## src/rtl/imem_ctrl_pkg.sv

```systemverilog
// Shared types and helpers for the instruction-memory access controller.
// Holds the FSM state encoding, the requester identity and the word geometry.
package imem_ctrl_pkg;

   typedef enum logic [1:0] {
      IDLE   = 2'd0,
      SETUP  = 2'd1,
      STROBE = 2'd2,
      DONE   = 2'd3
   } state_t;

   typedef enum logic {
      REQ_FETCH = 1'b0,
      REQ_LOAD  = 1'b1
   } req_t;

   localparam int WORD_BYTES = 4;

   // Word-aligned and the whole word inside the memory; 33-bit sum so a
   // wrap-around near 0xFFFF_FFFF cannot look legal.
   function automatic logic access_legal(input logic [31:0] addr,
                                         input int unsigned mem_bytes);
      logic [32:0] last_byte;
      last_byte = {1'b0, addr} + 33'(WORD_BYTES - 1);
      return (addr[1:0] == 2'b00) && (last_byte < 33'(mem_bytes));
   endfunction

endpackage

```

## src/rtl/imem_arb_pick.sv

```systemverilog
// Loader-first arbiter with a starvation counter that forces a waiting
// fetch through after STARVE_LIMIT back-to-back loader grants.
module imem_arb_pick
   import imem_ctrl_pkg::*;
#(
   parameter int STARVE_LIMIT = 4
) (
   input  logic clk,
   input  logic rst_n,
   input  logic arb_en,
   input  logic fetch_req,
   input  logic load_req,
   output logic grant_valid,
   output req_t grant_who
);

   localparam int CNT_W = $clog2(STARVE_LIMIT + 1);
   localparam logic [CNT_W-1:0] CNT_MAX = CNT_W'(STARVE_LIMIT);

   logic [CNT_W-1:0] starve_cnt_reg;
   logic [CNT_W-1:0] starve_cnt_next;
   logic             force_fetch;

   assign force_fetch = fetch_req && (starve_cnt_reg == CNT_MAX);

   always_comb begin
      grant_valid = arb_en && (fetch_req || load_req);
      grant_who   = (load_req && !force_fetch) ? REQ_LOAD : REQ_FETCH;
   end

   always_comb begin
      starve_cnt_next = starve_cnt_reg;
      if (!fetch_req) begin
         starve_cnt_next = '0;
      end else if (grant_valid) begin
         if (grant_who == REQ_FETCH) begin
            starve_cnt_next = '0;
         end else if (starve_cnt_reg != CNT_MAX) begin
            starve_cnt_next = starve_cnt_reg + 1'b1;
         end
      end
   end

   always_ff @(posedge clk or negedge rst_n) begin
      if (!rst_n) begin
         starve_cnt_reg <= '0;
      end else begin
         starve_cnt_reg <= starve_cnt_next;
      end
   end

endmodule

```

## src/rtl/imem_access_ctrl.sv

```systemverilog
// Shares one strobe-driven instruction memory between fetch (read) and the
// program loader (write): address setup, one-cycle strobe, then a response.
module imem_access_ctrl
   import imem_ctrl_pkg::*;
#(
   parameter int MEM_BYTES    = 32,
   parameter int STARVE_LIMIT = 4
) (
   input  logic        clk,
   input  logic        rst_n,
   input  logic        fetch_req,
   input  logic [31:0] fetch_addr,
   output logic        fetch_ack,
   output logic        fetch_valid,
   output logic [31:0] fetch_data,
   output logic        fetch_err,
   input  logic        load_req,
   input  logic [31:0] load_addr,
   input  logic [31:0] load_data,
   output logic        load_ack,
   output logic        load_done,
   output logic        load_err,
   output logic [31:0] inst_address,
   output logic [31:0] inst_write_data,
   output logic        inst_read,
   output logic        inst_write,
   input  logic [31:0] inst_rdata,
   output logic        busy
);

   state_t      state_reg, state_next;
   req_t        who_reg, who_next;
   req_t        err_who_reg, err_who_next;
   logic        err_pend_reg, err_pend_next;
   logic [31:0] addr_reg, addr_next;
   logic [31:0] wdata_reg, wdata_next;
   logic [31:0] fetch_data_reg, fetch_data_next;
   logic        rd_stb_reg, rd_stb_next;
   logic        wr_stb_reg, wr_stb_next;
   logic        fetch_ack_reg, fetch_ack_next;
   logic        load_ack_reg, load_ack_next;
   logic        fetch_valid_reg, fetch_valid_next;
   logic        fetch_err_reg, fetch_err_next;
   logic        load_done_reg, load_done_next;
   logic        load_err_reg, load_err_next;

   logic        arb_en;
   logic        fetch_req_eff;
   logic        load_req_eff;
   logic        grant_valid;
   req_t        grant_who;
   logic [31:0] grant_addr;
   logic        grant_legal;

   // A requester whose ack is showing is retiring its request on this edge;
   // hide it so an illegal grant resolved in DONE is not granted twice.
   assign arb_en        = (state_reg == IDLE) || (state_reg == DONE);
   assign fetch_req_eff = fetch_req && !fetch_ack_reg;
   assign load_req_eff  = load_req && !load_ack_reg;

   imem_arb_pick #(
      .STARVE_LIMIT(STARVE_LIMIT)
   ) u_arb (
      .clk        (clk),
      .rst_n      (rst_n),
      .arb_en     (arb_en),
      .fetch_req  (fetch_req_eff),
      .load_req   (load_req_eff),
      .grant_valid(grant_valid),
      .grant_who  (grant_who)
   );

   assign grant_addr  = (grant_who == REQ_LOAD) ? load_addr : fetch_addr;
   assign grant_legal = access_legal(grant_addr, MEM_BYTES);

   always_comb begin
      state_next       = state_reg;
      who_next         = who_reg;
      err_who_next     = err_who_reg;
      err_pend_next    = 1'b0;
      addr_next        = addr_reg;
      wdata_next       = wdata_reg;
      fetch_data_next  = fetch_data_reg;
      rd_stb_next      = 1'b0;
      wr_stb_next      = 1'b0;
      fetch_ack_next   = 1'b0;
      load_ack_next    = 1'b0;
      fetch_valid_next = 1'b0;
      fetch_err_next   = 1'b0;
      load_done_next   = 1'b0;
      load_err_next    = 1'b0;

      // An illegal grant answers one cycle after its ack, independent of
      // whatever the FSM does next.
      if (err_pend_reg) begin
         if (err_who_reg == REQ_FETCH) begin
            fetch_valid_next = 1'b1;
            fetch_err_next   = 1'b1;
         end else begin
            load_done_next = 1'b1;
            load_err_next  = 1'b1;
         end
      end

      unique case (state_reg)
         IDLE, DONE: begin
            state_next = IDLE;
            if (grant_valid) begin
               who_next = grant_who;
               if (grant_who == REQ_FETCH) begin
                  fetch_ack_next = 1'b1;
               end else begin
                  load_ack_next = 1'b1;
               end
               if (grant_legal) begin
                  addr_next = grant_addr;
                  if (grant_who == REQ_LOAD) begin
                     wdata_next = load_data;
                  end
                  state_next = SETUP;
               end else begin
                  err_pend_next = 1'b1;
                  err_who_next  = grant_who;
                  state_next    = DONE;
               end
            end
         end
         SETUP: begin
            if (who_reg == REQ_FETCH) begin
               rd_stb_next = 1'b1;
            end else begin
               wr_stb_next = 1'b1;
            end
            state_next = STROBE;
         end
         STROBE: begin
            state_next = DONE;
            if (who_reg == REQ_FETCH) begin
               fetch_valid_next = 1'b1;
               fetch_data_next  = inst_rdata;
            end else begin
               load_done_next = 1'b1;
            end
         end
         default: begin
            state_next = IDLE;
         end
      endcase
   end

   always_ff @(posedge clk or negedge rst_n) begin
      if (!rst_n) begin
         state_reg       <= IDLE;
         who_reg         <= REQ_FETCH;
         err_who_reg     <= REQ_FETCH;
         err_pend_reg    <= 1'b0;
         addr_reg        <= '0;
         wdata_reg       <= '0;
         fetch_data_reg  <= '0;
         rd_stb_reg      <= 1'b0;
         wr_stb_reg      <= 1'b0;
         fetch_ack_reg   <= 1'b0;
         load_ack_reg    <= 1'b0;
         fetch_valid_reg <= 1'b0;
         fetch_err_reg   <= 1'b0;
         load_done_reg   <= 1'b0;
         load_err_reg    <= 1'b0;
      end else begin
         state_reg       <= state_next;
         who_reg         <= who_next;
         err_who_reg     <= err_who_next;
         err_pend_reg    <= err_pend_next;
         addr_reg        <= addr_next;
         wdata_reg       <= wdata_next;
         fetch_data_reg  <= fetch_data_next;
         rd_stb_reg      <= rd_stb_next;
         wr_stb_reg      <= wr_stb_next;
         fetch_ack_reg   <= fetch_ack_next;
         load_ack_reg    <= load_ack_next;
         fetch_valid_reg <= fetch_valid_next;
         fetch_err_reg   <= fetch_err_next;
         load_done_reg   <= load_done_next;
         load_err_reg    <= load_err_next;
      end
   end

   assign fetch_ack       = fetch_ack_reg;
   assign fetch_valid     = fetch_valid_reg;
   assign fetch_data      = fetch_data_reg;
   assign fetch_err       = fetch_err_reg;
   assign load_ack        = load_ack_reg;
   assign load_done       = load_done_reg;
   assign load_err        = load_err_reg;
   assign inst_address    = addr_reg;
   assign inst_write_data = wdata_reg;
   assign inst_read       = rd_stb_reg;
   assign inst_write      = wr_stb_reg;
   assign busy            = (state_reg != IDLE);

endmodule

```

## config.mk

```make
export PLATFORM = sky130hd
export DESIGN_NAME = imem_access_ctrl
export DESIGN_NICKNAME = d
export VERILOG_FILES = /design/src/rtl/imem_ctrl_pkg.sv /design/src/rtl/imem_arb_pick.sv /design/src/rtl/imem_access_ctrl.sv
export SDC_FILE = /design/constraint.sdc
export NUM_CORES = 1
export LEC_CHECK = 0
export ABC_AREA = 1
export CORE_MARGIN = 1
export CORE_UTILIZATION = 44
export DETAILED_ROUTE_END_ITERATION = 8
export HOLD_SLACK_MARGIN = 0.08
export PLACE_DENSITY = 0.83
export SETUP_SLACK_MARGIN = 0.3
export SYNTH_ARGS = -nofsm -noshare
export SYNTH_HDL_FRONTEND = slang
export SYNTH_SLANG_ARGS = --single-unit
```

## constraint.sdc

```tcl
create_clock -name clk -period 3 [get_ports clk]
set_input_delay 0.3 -clock clk [delete_from_list [all_inputs] [get_ports clk]]
set_output_delay 0.3 -clock clk [all_outputs]
set_load 0.05 [all_outputs]
```

==> results.ini, run 1 <==
[floorplanning]
num_io_pins=237
num_rows=42
start_util=0.452
area_enclosed_by_the_die_boundary_sq_um=14100
core_sq_um=13300
die_h_um=119
floorplan.die.width_um=119

[synth]
synth_seq_cells=112
synth_cells=782
synth_area_per_cell_sq_um=7.68
library_cells_used_by_synthesis=29
synth_nets=919
synth.yosys.warnings=0
synthTopCellsByArea=sky130_fd_sc_hd__dfrtp_1 47%, sky130_fd_sc_hd__nand2_1 19%, sky130_fd_sc_hd__mux2_2 6.0%, sky130_fd_sc_hd__inv_1 4.7%, sky130_fd_sc_hd__nand4_1 4.4%
synthesized_area_sq_um=6010
synth_top_area_share=0.466
synth-seq-area-share=0.466
synth_top_area_cell=sky130_fd_sc_hd__dfrtp_1

[clock_tree]
path_clk_slew_ns=0.08
cts_tree=yes
cts_root_buf=sky130_fd_sc_hd__clkbuf_16
clock_insertion_delay_worst_skew_ns=0.35
htree_num_levels=3
clock-sinks=112
cts_made_buffers=9
post_cts_hold_buffer_count=0
clk_path_buf_depth=2

[hold_path]
worstHoldPathType=in -> async

[setup_path]
critPathMaxFanout=9
crit_path_top_delay_cell=sky130_fd_sc_hd__clkdlybuf4s50_1
timing.critical_path.from_type=primary input
worst_r2r_path_depth=24
crit_arrival_ns=3.58
regToRegStartpoint=u_arb.starve_cnt_reg[0]$_DFFE_PN0P_
worst_path_largest_cell_delay_ns=0.45
cp.required_ns=3.27
regToRegEndpoint=inst_write_data[25]$_DFFE_PN0P_
worstSetupPathType=in -> reg
crit_top_cell=sky130_fd_sc_hd__nand2_2
ff2ff_setup_slack_ns=-0.28
worstPathCellList=clkdlybuf4s50_1 -> inv_1 -> nor2_4 -> buf_6 -> nand2_8 -> nand2_2 -> nand2_2 -> nor2_4 -> buf_12 -> nand2_8 -> nand2_1 -> nand2_1 -> nor2_1 -> nand3_1 -> nor2_2 -> nand2_2 -> inv_2 -> nand2_2 -> nor2_4 -> buf_12 -> buf_6 -> nand4_1 -> nand2_1
critical_path.endpoint_type=flip-flop

[grt]
grt_first_pass_wirelength_mm=29.4
grt_start_max_net_pins=73
grt-ovfl-total=0
grt_util_all_layers=0.262
antenna_found_initial=0
grt_pass1_vias=5943

[sta]
finalWorstSetupSlack_ns=-0.306
timing_hold_violations_final=0
relSlewSlack=0.379
report.final.slew_viol_count=0
grt_setup_unrepaired=yes
final-setup-viol-count=64
period_minus_slack_ns=3.31
finalHoldWorstSlack_ns=0.0777
final.setup_skew_ns=0.0136
maxClockFrequency_ghz=0.302
worst-slew-pin-transition_ns=0.932
final.period_utilization=1.10

[cells_and_area]
synthToLayoutAreaGrowth_pct=74.0
layout.cells.most_common=sky130_fd_sc_hd__clkdlybuf4s50_1
num_antenna_cells=0
final_net_count=1243
fraction_of_layout_cells_with_a_size_suffix_above_1=0.293
most_frequent_cells_in_the_layout=235 x sky130_fd_sc_hd__clkdlybuf4s50_1, 220 x sky130_fd_sc_hd__nand2_1, 110 x sky130_fd_sc_hd__dfrtp_1

[detailed_routing]
routed_via_density=5.14
met2_length_mm=11.6
routed-via-count=6614
routedWlPerCell_um=17.2
drt.antenna.violating_nets=0
met3_wirelength_mm=1.44
route.top_layer_used=met4
number_of_drc_markers_after_the_initial_detailed_route_iteration=398
drtPass1Iterations=7
routed_wl_mm=22.2
m1WireLength_mm=8.55
remaining_drc_errors=0

[pwr]
irDropWorstVdd_mv=0.426
totalPowerFinal_mw=7.02
power_density_over_the_cells_nw_per_um2=671
leakage_nw=5.12

[outcome]
outcome=complete, but fails checks
violated_checks=setup timing

[placed_design]
dpl.hpwl_mm=13.6
portBuffers=236
gpl.final_weighted_congestion=0.914

[run]
drv.max_cap_violation_count=0

-- power by group --
part | total (mW) | leakage (nW) | internal, mW | switching [mW]
clock network | 1.19 | 0.142 | 0.588 | 0.598
logic | 3.82 | 3.50 | 1.51 | 2.31
registers | 2.01 | 1.47 | 1.82 | 0.185
-- synthesized netlist by cell type --
| library cell | instances |
|---|---|
| sky130_fd_sc_hd__buf_4 | 5 |
| sky130_fd_sc_hd__nand4_2 | 1 |
| sky130_fd_sc_hd__nor2_4 | 5 |
| sky130_fd_sc_hd__o21bai_1 | 2 |
| sky130_fd_sc_hd__buf_2 | 16 |
| sky130_fd_sc_hd__clkbuf_1 | 3 |
| sky130_fd_sc_hd__inv_1 | 76 |
| sky130_fd_sc_hd__nand3b_1 | 8 |
| sky130_fd_sc_hd__nand3_1 | 48 |
| sky130_fd_sc_hd__o21ai_0 | 16 |
| sky130_fd_sc_hd__ha_1 | 5 |
| sky130_fd_sc_hd__inv_2 | 23 |
| sky130_fd_sc_hd__dfrtp_1 | 112 |
| sky130_fd_sc_hd__xnor2_1 | 1 |
| sky130_fd_sc_hd__nand2_1 | 302 |
| sky130_fd_sc_hd__nor2_1 | 60 |
| sky130_fd_sc_hd__xor2_1 | 1 |
| sky130_fd_sc_hd__nand2_4 | 2 |
| sky130_fd_sc_hd__buf_1 | 3 |
| sky130_fd_sc_hd__o21ai_1 | 2 |
| sky130_fd_sc_hd__o21a_1 | 1 |
| sky130_fd_sc_hd__nor3_1 | 1 |
| sky130_fd_sc_hd__buf_6 | 3 |
| sky130_fd_sc_hd__and2_1 | 1 |
| sky130_fd_sc_hd__nand2_2 | 3 |
| sky130_fd_sc_hd__nand4_1 | 42 |
| sky130_fd_sc_hd__mux2_2 | 32 |
| sky130_fd_sc_hd__nor2_2 | 7 |
| sky130_fd_sc_hd__nand4_4 | 1 |
-- worst max-delay path by stage --
stage | startpoint | end | slack (ns) | cells after the start
global route | load_req | inst_write_data[25]$_DFFE_PN0P_ | -0.42 | 23
floorplan | fetch_ack$_DFF_PN0_ | inst_address[4]$_DFFE_PN0P_ | 0.31 | 19
detailed placement | fetch_req | inst_write_data[30]$_DFFE_PN0P_ | -0.33 | 22
finish | load_req | inst_write_data[25]$_DFFE_PN0P_ | -0.31 | 23
global placement | load_req | inst_write_data[4]$_DFFE_PN0P_ | -0.29 | 20
CTS | u_arb.starve_cnt_reg[0]$_DFFE_PN0P_ | inst_address[2]$_DFFE_PN0P_ | 0.02 | 23
-- layer usage --
metal | up-vias | track usage
met5 | - | 0
met4 | 0 | 0.0752
met3 | 47 | 0.0412
met2 | 342 | 0.481
met1 | 3122 | 0.316
li1 | 3103 | -
-- critical path, delay by kind of cell --
family / cells / cell delay [ns]
and+or+nand+nor: 16 / 2.02
buffers and inverters: 7 / 1.21
-- layout make-up --
cell class                 count  area, sq um
clock inverter                 7         70.1
tap                          176          220
timing repair buffer         341         3520
fill                         806         2840
clock buffer                   9          225
sequential                   112         2810
inverter                      99          377
multi-input combinational    543         3240
-- logic make-up after synthesis --
kind of cell	Yosys count	synth area share
AO/OA/AOI/OAI	21	0.0187
XOR/XNOR	2	0.00292
adder cells (fa/ha/maj)	5	0.0104
buffers and inverters	129	0.0908
flip-flops	112	0.466
multiplexers	32	0.0600
AND/OR/NAND/NOR	481	0.351
-- metrics by stage --
stage                     cells  setup TNS, ns  cell area, sq um  utilization  setup slack, ns
after floorplan             782              0              6010            -            0.308
after global placement     1233         -16.83              9030        0.679           -0.292
after detailed placement   1233         -20.03              9030        0.679           -0.326
after CTS                  1253              0              9450        0.711           0.0236
after global routing       1287         -17.48             10500        0.787           -0.416
final                      1287          -8.99             10500        0.787           -0.306
-- what timing repair did --
item	in CTS	in global routing
gates cloned	1	15
setup buffers	3	19
endpoints found under the setup margin	67	67
resized for setup	20	162
pin swaps	7	39
(Power assumes the default switching activity.)
==> run 2, diff against run 1 <==
--- a/config.mk
+++ b/config.mk
@@ -8,6 +8,7 @@
 export ABC_AREA = 1
 export CORE_MARGIN = 1
 export CORE_UTILIZATION = 44
+export CTS_CLUSTER_SIZE = 12
 export DETAILED_ROUTE_END_ITERATION = 8
 export HOLD_SLACK_MARGIN = 0.08
 export PLACE_DENSITY = 0.83
==> results of run 2 <==
The final DEF is identical to that of run 1; final timing and power are the same.
